<file path="config.mk">
export PLATFORM = sky130hd
export DESIGN_NAME = host_cmd_fsm
export DESIGN_NICKNAME = d
export VERILOG_FILES = /design/src/rtl/host_cmd_pkg.sv /design/src/rtl/host_cmd_timer.sv /design/src/rtl/host_cmd_fsm.sv
export SDC_FILE = /design/constraint.sdc
export NUM_CORES = 1
export LEC_CHECK = 0
export CELL_PAD_IN_SITES_DETAIL_PLACEMENT = 0
export CELL_PAD_IN_SITES_GLOBAL_PLACEMENT = 1
export CORE_MARGIN = 2
export CORE_UTILIZATION = 35
export CTS_CLUSTER_SIZE = 10
export DETAILED_ROUTE_END_ITERATION = 12
export MAX_ROUTING_LAYER = met4
export PLACE_DENSITY_LB_ADDON = 0.1
export RECOVER_POWER = 100
export REMOVE_ABC_BUFFERS = 1
export SLEW_MARGIN = 20
export SYNTH_ARGS = -nofsm -noshare
export SYNTH_HDL_FRONTEND = slang
export SYNTH_SLANG_ARGS = --single-unit
</file>
<file path="constraint.sdc">
create_clock -name clk -period 2.3 [get_ports clk]
set_input_delay 0.575 -clock clk [delete_from_list [all_inputs] [get_ports clk]]
set_output_delay 0.575 -clock clk [all_outputs]
set_load 0.02 [all_outputs]
</file>
<file path="src/rtl/host_cmd_pkg.sv">
// Package: host_cmd_pkg
// Shared definitions for the host command decoder.
//   state_t      : decoder FSM states
//   RW_BIT       : bit of frame byte0 that selects write (1) or read (0)
//   ACK_BYTE_DEF : default response to a successful write
//   NAK_BYTE_DEF : default response to an out-of-range address
package host_cmd_pkg;

  typedef enum logic [2:0] {
    IDLE     = 3'd0,
    GET_DATA = 3'd1,
    WRITE    = 3'd2,
    READ     = 3'd3,
    TX       = 3'd4
  } state_t;

  localparam int          RW_BIT       = 7;
  localparam logic [7:0]  ACK_BYTE_DEF = 8'hA5;
  localparam logic [7:0]  NAK_BYTE_DEF = 8'hEE;

endpackage

</file>
<file path="src/rtl/host_cmd_timer.sv">
// Module: host_cmd_timer
// Clearable up-counter that bounds the gap between frame byte0 and byte1.
// Ports:
//   clk      in  system clock
//   rst      in  asynchronous active-high reset
//   clr_i    in  hold counter at zero (asserted whenever not waiting for byte1)
//   expire_o out high during the cycle the count reaches TIMEOUT_CYC-1
module host_cmd_timer #(
  parameter int TIMEOUT_CYC = 100000
) (
  input  logic clk,
  input  logic rst,
  input  logic clr_i,
  output logic expire_o
);

  localparam int CNT_W = $clog2(TIMEOUT_CYC);
  localparam logic [CNT_W-1:0] LAST = CNT_W'(TIMEOUT_CYC - 1);

  logic [CNT_W-1:0] cnt_q;
  logic [CNT_W-1:0] cnt_d;

  // The owner leaves the waiting state on expiry, which clears the counter,
  // so it never needs to wrap.
  always_comb begin
    cnt_d = cnt_q;
    if (clr_i) begin
      cnt_d = '0;
    end else begin
      cnt_d = cnt_q + 1'b1;
    end
  end

  always_ff @(posedge clk or posedge rst) begin
    if (rst) begin
      cnt_q <= '0;
    end else begin
      cnt_q <= cnt_d;
    end
  end

  assign expire_o = !clr_i && (cnt_q == LAST);

endmodule

</file>
<file path="src/rtl/host_cmd_fsm.sv">
// Module: host_cmd_fsm
// Decodes host byte frames into register-file strobes.
//   Write frame: {1'b1, a[6:0]}, data   Read frame: {1'b0, a[6:0]}
// Ports:
//   clk, rst                 clock, asynchronous active-high reset
//   rx_data_i/valid_i/ready_o  byte stream from the serial receiver
//   tx_data_o/valid_o/ready_i  response byte to the serial transmitter
//   addr_o, wr_data_o, wr_en_o register-file write side
//   rd_data_i                register read data (combinational on addr_o)
//   busy_o                   high whenever not IDLE
//   err_o                    1-cycle pulse on timeout or out-of-range address
// Build option: define CMD_ACK_EN to answer in-range writes with ACK_BYTE.
module host_cmd_fsm
  import host_cmd_pkg::*;
#(
  parameter int         NUM_REGS    = 8,
  parameter int         TIMEOUT_CYC = 100000,
  parameter logic [7:0] ACK_BYTE    = ACK_BYTE_DEF,
  parameter logic [7:0] NAK_BYTE    = NAK_BYTE_DEF
) (
  input  logic       clk,
  input  logic       rst,
  input  logic [7:0] rx_data_i,
  input  logic       rx_valid_i,
  output logic       rx_ready_o,
  output logic [7:0] tx_data_o,
  output logic       tx_valid_o,
  input  logic       tx_ready_i,
  output logic [7:0] addr_o,
  output logic [7:0] wr_data_o,
  output logic       wr_en_o,
  input  logic [7:0] rd_data_i,
  output logic       busy_o,
  output logic       err_o
);

  state_t     state_q, state_d;
  logic [7:0] addr_q, addr_d;
  logic [7:0] wr_data_q, wr_data_d;
  logic [7:0] tx_data_q, tx_data_d;
  logic       in_range;
  logic       expire;

  // Counter only runs while waiting for the data byte.
  host_cmd_timer #(
    .TIMEOUT_CYC(TIMEOUT_CYC)
  ) u_timer (
    .clk     (clk),
    .rst     (rst),
    .clr_i   (state_q != GET_DATA),
    .expire_o(expire)
  );

  assign in_range = (32'(addr_q) < NUM_REGS);

  always_comb begin
    state_d    = state_q;
    addr_d     = addr_q;
    wr_data_d  = wr_data_q;
    tx_data_d  = tx_data_q;
    rx_ready_o = 1'b0;
    tx_valid_o = 1'b0;
    wr_en_o    = 1'b0;
    err_o      = 1'b0;

    unique case (state_q)
      IDLE: begin
        rx_ready_o = 1'b1;
        if (rx_valid_i) begin
          addr_d  = {1'b0, rx_data_i[6:0]};
          state_d = rx_data_i[RW_BIT] ? GET_DATA : READ;
        end
      end
      GET_DATA: begin
        // Still ready on the expiry cycle: a byte handed over then is
        // consumed and discarded, and the frame is aborted.
        rx_ready_o = 1'b1;
        if (expire) begin
          err_o   = 1'b1;
          state_d = IDLE;
        end else if (rx_valid_i) begin
          wr_data_d = rx_data_i;
          state_d   = WRITE;
        end
      end
      WRITE: begin
        if (in_range) begin
          wr_en_o = 1'b1;
`ifdef CMD_ACK_EN
          tx_data_d = ACK_BYTE;
          state_d   = TX;
`else
          state_d   = IDLE;
`endif
        end else begin
          err_o     = 1'b1;
          tx_data_d = NAK_BYTE;
          state_d   = TX;
        end
      end
      READ: begin
        if (in_range) begin
          tx_data_d = rd_data_i;
        end else begin
          err_o     = 1'b1;
          tx_data_d = NAK_BYTE;
        end
        state_d = TX;
      end
      TX: begin
        tx_valid_o = 1'b1;
        if (tx_ready_i) begin
          state_d = IDLE;
        end
      end
      default: begin
        state_d = IDLE;
      end
    endcase
  end

  always_ff @(posedge clk or posedge rst) begin
    if (rst) begin
      state_q   <= IDLE;
      addr_q    <= '0;
      wr_data_q <= '0;
      tx_data_q <= '0;
    end else begin
      state_q   <= state_d;
      addr_q    <= addr_d;
      wr_data_q <= wr_data_d;
      tx_data_q <= tx_data_d;
    end
  end

  assign addr_o    = addr_q;
  assign wr_data_o = wr_data_q;
  assign tx_data_o = tx_data_q;
  assign busy_o    = (state_q != IDLE);

endmodule

</file>
-- After elaboration in Yosys (flattened, before gate mapping)
Index checks and enable logic that the tools add are counted.
- output and inout port bits: 29
- input bits: 20
- bits in registers: 43
- equal/unequal tests: 10
- reductions and logical operators: 11
- bitwise operators: 1
- $lt $le $gt $ge: 1
- add/subtract/negate cells: 1
- muxes and demuxes: 18
- operators by type and width (cell ; count):
    $add 17x1->17 const B ; 1
    $eq 17x17->1 const B ; 1
    $mux 17 ; 1
    $mux 8 ; 2
    $pmux 8 s2 ; 1
    $mux 3 ; 5
    $pmux 3 s5 ; 1
    $lt 7x4->1 const B ; 1
    $eq 3x2->1 const B ; 2
    $mux 1 ; 6
    $ne 2x2->1 const B ; 3
    $reduce_and 3->1 ; 2
    $reduce_and 2->1 ; 2
    $reduce_or 2->1 ; 2
    $eq 3x1->1 const B ; 1
    $eq 3x3->1 const B ; 1
    $logic_not 3->1 ; 1
    $ne 3x1->1 const B ; 1
    $ne 3x3->1 const B ; 1
    $reduce_bool 3->1 ; 1
    $mux 2 ; 1
    $pmux 1 s2 ; 1
    $reduce_bool 2->1 ; 1
    $logic_and 1x1->1 ; 1
    other kinds (2) ; 2

-- Logic depth before layout (Yosys ltp)
Gate-level depths: netlist of run 1.
- word-level depth: 5
- mapped depth: 5

-- Modules after synthesis
From an unflattened synthesis of run 1, not the netlist that was laid out.
- cell total of the unflattened synthesis: 175
- area, all modules: 1960.6 um^2
- modules (own cells, without submodules) (module ; area an instance (um^2) ; instances ; cells each):
    host_cmd_fsm ; 1094.8 ; 1 ; 85
    host_cmd_timer ; 865.8 ; 1 ; 90

-- Least setup slack after synthesis of run 1
No wires, ideal clock.
- path kind: register to output
- start point: reg u_timer.cnt_q[0]
- end point: out err_o
- arrival: 1745 ps
- slack: -20 ps
- required time: 1725 ps
- buffers on the path: 0
- stages on the path, launching flop included: 6
- path through: dfrtp_1 ha_1 and4_1 nand4_1 or3b_1 a21oi_1
- longest elaborated chain between the ends: 4
- ends and longest elaborated chain (what ; RTL line ; source):
    start, declared ; host_cmd_timer.sv:20 ; logic [CNT_W-1:0] cnt_q;
    start signal, assigned ; host_cmd_timer.sv:38 ; cnt_q <= cnt_d;
    $eq 17x17->1 ; host_cmd_timer.sv:42 ; assign expire_o = !clr_i && (cnt_q == LAST);
    $logic_and 1x1->1 ; host_cmd_timer.sv:42 ;
    $mux 1 ; host_cmd_fsm.sv:78 ; if (expire) begin
    $pmux 1 s2 ; host_cmd_fsm.sv:66 ; unique case (state_q)
    end, declared ; host_cmd_fsm.sv:34 ; output logic err_o
Every way passes these cells.

-- Worst setup path after layout of run 1
- start point: reg u_timer.cnt_q[14]
- end point: out err_o
Same word-level chain as after synthesis.

==> results of run 1 <==
## cell families (layout without fill, tap and decap cells)
group | after synthesis | in the layout | synth area share, %
AO/OA/AOI/OAI | 13 | 13 | 5.46
flip-flops | 43 | 43 | 57.3
multiplexers | 15 | 15 | 8.99
AND/OR/NAND/NOR | 66 | 66 | 19.3
buffers and inverters | 7 | 89 | 1.60
adder cells (fa/ha/maj) | 1 | 1 | 0.666
other | 1 | 1 | 0.200
XOR/XNOR | 14 | 14 | 6.53
## routing by layer
layer	global-route usage (%)	wire (um)
met3	3.88	166
met2	24.6	2090
met5	-	0
met4	4.46	49
met1	20.8	1980
## worst paths after layout
path	from	end	depth (start not counted)
worst max register to register	u_timer.cnt_q[14]$_DFF_PP0_	wr_data_o[1]$_DFFE_PP0P_	7
worst min register to register	wr_data_o[7]$_DFFE_PP0P_	wr_data_o[7]$_DFFE_PP0P_	1
max in group asynchronous	rst	tx_data_o[7]$_DFFE_PP0P_	3
worst min-delay path	wr_data_o[7]$_DFFE_PP0P_	wr_data_o[7]$_DFFE_PP0P_	1
worst max-delay path	u_timer.cnt_q[14]$_DFF_PP0_	err_o	5
min in group asynchronous	rst	addr_o[0]$_DFFE_PP0P_	3
## sequential cells by signal, indices dropped and copies added, names as in the netlist
signal         cells
addr_o             7
state_q            3
tx_data_o          8
u_timer.cnt_q     17
wr_data_o          8
## final cells by class
cell class | instances | area share [%]
timing repair buffer | 77 | 24.5
multi-input combinational | 110 | 28.7
clock buffer | 6 | 2.98
sequential | 43 | 38.8
inverter | 4 | 0.542
tap | 70 | 3.16
clock inverter | 2 | 1.26
## metrics by stage
step                instance area (um2)  power, mW  util (%)  hold slack (ns)  TNS [ns]
detailed placement                 2620       2.36      50.9            0.491    -0.463
finish                             2770       2.93      53.9            0.506    -0.194
global placement                   2620       2.34      50.9            0.481    -0.448
CTS                                2750       2.97      53.5            0.512    -0.179
global route                       2770       3.11      53.9            0.522    -0.275
floorplan                          1860       1.71         -            0.476   -0.0197
## power breakdown
group	internal [mW]	total (mW)	switching (mW)	leakage [nW]
clock network	0.351	0.607	0.255	0.0612
registers	0.946	1.05	0.105	0.533
logic	0.637	1.27	0.635	0.559
## Yosys cell counts, types with 3 or more instances
| cell | instances |
|---|---|
| xor2_1 | 4 |
| a21oi_1 | 3 |
| dfrtp_1 | 43 |
| nor4_1 | 5 |
| mux2_2 | 15 |
| nor2_1 | 19 |
| nand2_1 | 9 |
| xnor2_1 | 10 |
| nor3_1 | 5 |
| o22a_1 | 6 |
| nand4_1 | 6 |
| nand3_1 | 6 |
| inv_1 | 4 |
## what timing repair did
action	in CTS	in global routing
gates resized for setup	14	4
pin swaps	4	3
buffers inserted	1	3
setup endpoints to repair	4	2
==> metrics.yaml, run 1 <==
clock_tree:
  cts.path.max_buffers: 2
  clk_latency_ns: 0.29
  ctsHoldBuffers: 0
  cts.sinks: 43
  root_buffer: "clkbuf_8"
  cts_buffers: 5
  clk_pin_slew_ns: 0.08
  cts_tree: "yes"
  htreeDepth: 2
sta:
  fmax_mhz: 401
  fin_crit_ns: 2.49
  max_slew_margin_pct: 28.5
  period_share_pct: 108
  worst_slack_ns: -0.194
  slew_viol_final: 0
  setup_violations: 1
  rsz0062_at_grt: "true"
  tightest_slew_ns: 1.07
  fin_skew_ns: 0.00456
  hold_viol_final: 0
yosys:
  ys_seq_area_share_pct: 57.3
  ys_types: 34
  synthArstFlopShare_pct: 100
  ys.flop_type: "dfrtp_1"
  synth_seq_cells: 43
  synthTopCellsByArea: "dfrtp_1 (57%), mux2_2 (9.0%), xnor2_1 (4.7%), nor2_1 (3.8%), o22a_1 (2.8%)"
  synth_cells: 160
  synth_largest_area_cell: "dfrtp_1"
  yosysWarnings: 0
  syn_area_um2: 1880
  syn_area_per_cell_um2: 11.7
  synth_top_area_share_pct: 57.3
  synth-edff-count: 0
routing:
  vias: 1470
  drtIter0Drc: 49
  wl_per_cell_um: 13.7
  route.detailed.drc: 0
  routed_wl_um: 4290
  postRouteAntennaNets: 0
  firstDrtPassIters: 4
  routed_via_density: 4.71
worst_setup_path:
  worst-setup-path-type: "flip-flop to output port"
  cp.required_ns: 1.73
  crit_arrival_ns: 1.92
  cp_num_buf_inv: 1
  cp_max_fo: 2
  ff2ff_setup_slack_ns: 0.27
  path_cells: "nor4b_4 > nand4_1 > or3b_4 > a21oi_4 > buf_6"
  critPathTopFamily: "simple AND/OR/NAND/NOR gates"
  cpMaxStageDelayCell: "dfrtp_1"
  worst_setup_path_start_kind: "flip-flop"
  crit_path_max_incr_delay_ns: 0.42
  worstSetupEndpointType: "output port"
floorplanning:
  fp.dieH_um: 77.3
  die_w_um: 77.3
  die_area_um2: 5970
  ioPinCount: 49
  rows: 26
  core-area_um2: 5140
  initial_core_util_pct: 36.5
layout:
  n_fill_cell: 467
  layout.nets: 262
  drive_gt1_share_pct: 25.2
  fin_cells: 312
  layout_common_cells: "dfrtp_1 (43), clkdlybuf4s50_1 (42), buf_4 (26)"
  area_growth_pct: 47.6
  antenna_cells: 0
  final_common_cell: "dfrtp_1"
  multi_input_area_um2: 797
  regArea_um2: 1080
flow_run:
  maxCapViolations: 0
placement:
  dp_cells: 300
  detailed_place_hpwl_um: 3050
  port-buffer-count: 47
  gp_congestion: 0.859
  dp_slack_ns: -0.463
status:
  status: "finished with violations"
  violations: "negative setup slack"
pwr:
  power_density_nw_per_um2: 1060
  p_leak_nw: 1.15
  peakVddDrop_mv: 0.741
worst_hold_path:
  holdCritPathClass: "flip-flop to flip-flop"
global_route:
  grt_pass1_vias: 1570
  grt_use_total_pct: 15.9
  antenna_found_initial: 0
  grt_overflow: 0
  grt_max_degree: 44
  grt_first_pass_wirelength_um: 7380
No activity file was read; power rests on OpenSTA's default activity.
==> inputs of run 2 (changes only) <==
CAP_MARGIN = 20   (was unset)
HOLD_SLACK_MARGIN = 0.06   (was unset)
==> results of run 2 <==
Final layout, timing and power as in run 1 (identical DEF).
